File: src/rtl/mod_addsub_seq.sv
// mod_addsub_seq
//   Multi-precision modular adder/subtractor for the ECC field datapath.
//   Computes (a + b) mod p or (a - b) mod p on N = LIMB_W*NUM_LIMBS-bit
//   operands using a single LIMB_W-bit add/sub slice iterated over the
//   limbs, least significant limb first. A first limb pass forms the raw
//   sum/difference, a second pass forms the candidate corrected by p, and
//   a final cycle picks whichever of the two is the reduced result.
//   Latency is fixed at 2*NUM_LIMBS+1 cycles from the start edge.
//
// Ports
//   clk    : rising-edge clock
//   rst_n  : asynchronous active-low reset
//   start  : request, sampled only while busy=0
//   mode   : 0 = add, 1 = subtract (latched with start)
//   a, b   : operands, must be < p (latched with start)
//   p      : odd modulus > 1 (latched with start)
//   busy   : high while an operation is in flight
//   done   : one-cycle pulse, result valid in the same cycle
//   result : modular result, held until the next done
module mod_addsub_seq #(
  parameter int LIMB_W    = 64,
  parameter int NUM_LIMBS = 4
) (
  input  logic                          clk,
  input  logic                          rst_n,
  input  logic                          start,
  input  logic                          mode,
  input  logic [LIMB_W*NUM_LIMBS-1:0]   a,
  input  logic [LIMB_W*NUM_LIMBS-1:0]   b,
  input  logic [LIMB_W*NUM_LIMBS-1:0]   p,
  output logic                          busy,
  output logic                          done,
  output logic [LIMB_W*NUM_LIMBS-1:0]   result
);

  localparam int N     = LIMB_W * NUM_LIMBS;
  localparam int IDX_W = (NUM_LIMBS > 1) ? $clog2(NUM_LIMBS) : 1;
  localparam logic [IDX_W-1:0] LAST_IDX = IDX_W'(NUM_LIMBS - 1);

  typedef enum logic [1:0] {
    IDLE,
    RAW,
    CORR,
    FIN
  } state_t;

  state_t           state;
  logic [N-1:0]     a_reg;
  logic [N-1:0]     b_reg;
  logic [N-1:0]     p_reg;
  logic [N-1:0]     raw_reg;
  logic [N-1:0]     corr_reg;
  logic             mode_reg;
  logic [IDX_W-1:0] limb_idx;
  logic             c_reg;
  logic             raw_c;
  logic             corr_c;

  logic [LIMB_W-1:0] op_x;
  logic [LIMB_W-1:0] op_y;
  logic              op_sub;
  logic [LIMB_W:0]   slice;
  logic              use_corr;

  // Shared limb slice. During RAW it combines a and b in the requested
  // direction; during CORR it applies p to the raw value in the opposite
  // direction (subtract p after an add, add p back after a subtract).
  // The slice is one bit wider than a limb so its MSB is the carry or
  // borrow out; for a subtract the wrapped MSB is set exactly when the
  // true difference went negative.
  always_comb begin
    op_sub = mode_reg;
    op_x   = a_reg[limb_idx*LIMB_W +: LIMB_W];
    op_y   = b_reg[limb_idx*LIMB_W +: LIMB_W];
    if (state == CORR) begin
      op_sub = ~mode_reg;
      op_x   = raw_reg[limb_idx*LIMB_W +: LIMB_W];
      op_y   = p_reg[limb_idx*LIMB_W +: LIMB_W];
    end
    if (op_sub) begin
      slice = {1'b0, op_x} - {1'b0, op_y} - {{LIMB_W{1'b0}}, c_reg};
    end else begin
      slice = {1'b0, op_x} + {1'b0, op_y} + {{LIMB_W{1'b0}}, c_reg};
    end
  end

  // Result selection. For an add the corrected value is taken when the
  // raw sum overflowed 2^N or when subtracting p did not borrow
  // (raw >= p). For a subtract p is added back only when a < b, which
  // shows up as a borrow out of the raw pass.
  always_comb begin
    if (mode_reg) begin
      use_corr = raw_c;
    end else begin
      use_corr = raw_c | ~corr_c;
    end
  end

  // Control and datapath registers. Each RAW/CORR cycle writes one limb
  // and forwards the carry/borrow; the last limb of each pass stores its
  // out bit instead and rewinds the limb index for the next pass. Start
  // is only looked at in IDLE, so a request during an operation is
  // dropped without touching the latched operands.
  always_ff @(posedge clk or negedge rst_n) begin
    if (!rst_n) begin
      state    <= IDLE;
      busy     <= 1'b0;
      done     <= 1'b0;
      result   <= '0;
      a_reg    <= '0;
      b_reg    <= '0;
      p_reg    <= '0;
      raw_reg  <= '0;
      corr_reg <= '0;
      mode_reg <= 1'b0;
      limb_idx <= '0;
      c_reg    <= 1'b0;
      raw_c    <= 1'b0;
      corr_c   <= 1'b0;
    end else begin
      done <= 1'b0;
      case (state)
        IDLE: begin
          if (start) begin
            a_reg    <= a;
            b_reg    <= b;
            p_reg    <= p;
            mode_reg <= mode;
            limb_idx <= '0;
            c_reg    <= 1'b0;
            busy     <= 1'b1;
            state    <= RAW;
          end
        end
        RAW: begin
          raw_reg[limb_idx*LIMB_W +: LIMB_W] <= slice[LIMB_W-1:0];
          if (limb_idx == LAST_IDX) begin
            raw_c    <= slice[LIMB_W];
            c_reg    <= 1'b0;
            limb_idx <= '0;
            state    <= CORR;
          end else begin
            c_reg    <= slice[LIMB_W];
            limb_idx <= limb_idx + 1'b1;
          end
        end
        CORR: begin
          corr_reg[limb_idx*LIMB_W +: LIMB_W] <= slice[LIMB_W-1:0];
          if (limb_idx == LAST_IDX) begin
            corr_c   <= slice[LIMB_W];
            c_reg    <= 1'b0;
            limb_idx <= '0;
            state    <= FIN;
          end else begin
            c_reg    <= slice[LIMB_W];
            limb_idx <= limb_idx + 1'b1;
          end
        end
        FIN: begin
          result <= use_corr ? corr_reg : raw_reg;
          done   <= 1'b1;
          busy   <= 1'b0;
          state  <= IDLE;
        end
        default: begin
          state <= IDLE;
        end
      endcase
    end
  end

endmodule
File: config.mk
export PLATFORM = sky130hd
export DESIGN_NAME = mod_addsub_seq
export DESIGN_NICKNAME = d
export VERILOG_FILES = /design/src/rtl/mod_addsub_seq.sv
export SDC_FILE = /design/constraint.sdc
export NUM_CORES = 2
export LEC_CHECK = 0
export CAP_MARGIN = 40
export CORE_MARGIN = 10
export CORE_UTILIZATION = 45
export DETAILED_ROUTE_END_ITERATION = 12
export GPL_TIMING_DRIVEN = 0
export PLACE_DENSITY_LB_ADDON = 0.08
export SLEW_MARGIN = 20
export SYNTH_ARGS = -nofsm -noshare
export SYNTH_HDL_FRONTEND = slang
export SYNTH_SLANG_ARGS = --single-unit
export TNS_END_PERCENT = 5
File: constraint.sdc
create_clock -name clk -period 6.7 [get_ports clk]
set_input_delay 1.005 -clock clk [delete_from_list [all_inputs] [get_ports clk]]
set_output_delay 1.005 -clock clk [all_outputs]
set_load 0.02 [all_outputs]
==> impl_metrics.ini <==
[worst_setup_path]
r2r_end = corr_reg[255]$_DFFE_PN0P_
rr_worst_depth = 20
end_kind = flop
critPathKind = flop to flop
cp-start-kind = flop
path_max_fanout = 10
r2r_start = limb_idx[1]$_DFFE_PN0P_
regToRegSetupSlack_ns = -0.009
cp.required_ns = 7.45
cp_data_arrival_time_ns = 7.46

[route]
drc = 0
vias_per_cell = 5.96
antenna_left = 0
routed_wl_um = 350000
drt-pass1-iter-count = 5
routedWlPerCell_um = 32.5
vias = 64300
drt_iter0_markers = 6579

[cts]
clockRootBuffer = clkbuf_16
cts-htree-levels = 4
tritoncts = built
clk_path_buf_depth = 3
clock_sinks = 1546
worstSkewPairLatency_ns = 0.85
cts_buffers = 168
clkSlewWorstSetupHoldPaths_ns = 0.06

[cells_and_area]
final_area_mm2 = 0.0972
nets = 9389
areaGrowthSynthToFinish_pct = 27.5
drive_above_1_share_pct = 18.6

[synth]
netlist_area_mm2 = 0.0762
synth_cell_types = 83
syn_area_per_cell_um2 = 10.8
synth_edf_count = 0
async_reset_ff_share_pct = 100
synth_seq_area_share_pct = 50.8
synth_ff_type = dfrtp_1
synth-seq-cells = 1546
synth.net_count = 8055
synthCells = 7082
yosys_warnings = 0

[timing]
skew_ns = 0.0480
relSlewSlack_pct = 34.6
setup_slack_ns = -0.00911
worstMarginPinSlew_ns = 0.981
fmax_mhz = 149
rsz0062_at_grt = true
period_share_pct = 100
final-setup-viol-count = 1
hold_viol_final = 0
post-route-min-period_ns = 6.71
slew_viol_final = 0

[place]
gp_routability_congestion = 0.973
numPortBuffers = 1029
dpl.hpwl_um = 286000
place_area_mm2 = 0.0911

[outcome]
status = finished with violations
violations = setup timing

[global_route]
antenna_found_initial = 92
grt-ovfl-total = 0
grt_first_pass_wirelength_um = 490000
grt_pass1_vias = 65400
grt_max_degree = 141
track_usage_pct = 36.7

[floorplanning]
io_pins = 1030
die_x_um = 432
dieArea_mm2 = 0.186
die_h_um = 432
row_count = 150
coreArea_mm2 = 0.168
initial_core_util_pct = 45.4

[flow_run]
drv_cap = 0

[min_path]
hold_class = input pin to asynchronous set/reset pin
## logic make-up after synthesis
group	synth area share, %
AND/OR/NAND/NOR	11.9
flip-flops	50.8
AO/OA/AOI/OAI	10.5
multiplexers	19.0
buffers and inverters	3.16
adder cells (fa/ha/maj)	3.34
XOR/XNOR	1.33
## layout make-up
cell class,instances,area [µm²]
Fill cell,14700,70600
Clock inverter,53,657
Inverter,160,601
Antenna cell,31,77.6
Buffer,470,1910
Tap cell,2204,2760
Timing Repair Buffer,1169,12100
Multi-Input combinational cell,4901,35400
Sequential cell,1546,38700
Clock buffer,253,5070
## Yosys cell counts (7+ instances only)
| library cell | number | share of area, % |
|---|---|---|
| nand2_1 | 1662 | 8.2 |
| dfrtp_1 | 1546 | 51 |
| mux2_2 | 771 | 11 |
| nor2_1 | 420 | 2.1 |
| clkbuf_1 | 405 | 2.0 |
| o21ai_0 | 373 | 2.4 |
| a31oi_1 | 273 | 2.2 |
| mux4_2 | 255 | 7.5 |
| ha_1 | 197 | 3.2 |
| a21oi_1 | 181 | 1.2 |
| inv_1 | 160 | 0.79 |
| o31ai_1 | 84 | 0.83 |
| xnor2_1 | 62 | 0.71 |
| a21o_1 | 61 | 0.60 |
| buf_1 | 56 | 0.28 |
| xor2_1 | 54 | 0.62 |
| a22oi_1 | 43 | 0.42 |
| nand4_1 | 41 | 0.34 |
| a22o_1 | 33 | 0.38 |
| and2_1 | 30 | 0.25 |
| nand3_1 | 28 | 0.18 |
| o21ai_1 | 28 | 0.18 |
| nor3_1 | 24 | 0.16 |
| o21bai_1 | 24 | 0.24 |
| a31o_2 | 22 | 0.25 |
| o21a_1 | 20 | 0.20 |
| o221ai_1 | 18 | 0.21 |
| a211oi_1 | 16 | 0.16 |
| nand2b_1 | 13 | 0.11 |
| o211ai_1 | 13 | 0.13 |
| a221o_1 | 10 | 0.13 |
| or3_1 | 10 | 0.082 |
| buf_2 | 9 | 0.059 |
| mux2i_1 | 9 | 0.12 |
| nor4_1 | 9 | 0.074 |
| or2_2 | 9 | 0.074 |
| nor2b_1 | 8 | 0.066 |
| a211o_1 | 7 | 0.080 |
| and3_1 | 7 | 0.057 |
## metal layers
metal  up-vias  share of wire, %  global-route usage (%)
met5         -              0.17                       0
met4        90               6.6                    19.7
met3       831               8.6                    9.25
met2      3183                47                    59.6
met1     32600                38                    45.0
li1      27600                 -                       -
## metrics by stage
stage / hold WS [ns] / std cells / TNS (ns) / setup slack (ns) / utilization [%]
detailed placement: 0.458 / 10400 / -324.71 / -1.66 / 54.3
global placement: 0.457 / 10300 / - / -67.21 / 53.2
finish: 0.0643 / 10800 / -0.00911 / -0.00911 / 57.9
CTS: 0.0343 / 10800 / 0 / 0.00662 / 57.8
global route: 0.0624 / 10800 / -0.00922 / -0.00517 / 57.9
floorplan: 0.439 / 7082 / 0 / 1.27 / -
## cell usage in the layout (no fill, tap or decap), types with 43 or more instances in the layout
master | synthesis | final
a21o_1 | 61 | 61
a21oi_1 | 181 | 170
a22oi_1 | 43 | 43
a31oi_1 | 273 | 273
buf_6 | 1 | 64
clkbuf_1 | 405 | 406
clkbuf_16 | 0 | 174
clkbuf_8 | 0 | 44
clkdlybuf4s50_1 | 0 | 1028
dfrtp_1 | 1546 | 1545
ha_1 | 197 | 196
inv_1 | 160 | 160
mux2_2 | 771 | 771
mux4_2 | 255 | 255
nand2_1 | 1662 | 1662
nor2_1 | 420 | 420
o21ai_0 | 373 | 370
o31ai_1 | 84 | 83
xnor2_1 | 62 | 57
xor2_1 | 54 | 51
## critical path, stage by stage, from the launching register on
cell      delay, ns
dfrtp_1        0.63
inv_1          0.16
clkbuf_2       0.58
clkbuf_1       0.71
nand2_1        0.23
nand2_1        0.33
ha_1           0.39
ha_1           0.32
clkbuf_1       0.34
nand4_1        0.22
nor3_2         0.27
nand4_1        0.24
a211oi_1       0.33
buf_2          0.26
o21ai_1        0.14
a31oi_1        0.25
xor2_1         0.32
buf_4          0.26
and2_1         0.38
a21oi_1        0.08
o21ai_0        0.15
## worst max path at each step
stage / startpoint / to / slack, ns / cells after the start
after floorplan: state[0]$_DFFE_PN0P_ / corr_reg[120]$_DFFE_PN0P_ / 1.27 / 21
after global placement: rst_n / p_reg[114]$_DFFE_PN0P_ / -67.21 / 1
after detailed placement: state[0]$_DFFE_PN0P_ / corr_reg[124]$_DFFE_PN0P_ / -1.66 / 25
after CTS: state[0]$_DFFE_PN0P_ / corr_reg[255]$_DFFE_PN0P_ / 0.007 / 24
after global routing: limb_idx[0]$_DFFE_PN0P_ / corr_reg[248]$_DFFE_PN0P_ / -0.005 / 23
final: limb_idx[1]$_DFFE_PN0P_ / corr_reg[255]$_DFFE_PN0P_ / -0.009 / 20
## what timing repair did
item | in CTS | in global routing
pin swaps | 2 | 1
buffers inserted | 3 | 1
endpoints found under the setup margin | 425 | 128
hold buffers | 0 | 0
gates resized for setup | 53 | 21
Power is left out: the tool's default activity adds up to more than one toggle a clock period on the data nets, which glitch-free logic cannot reach.
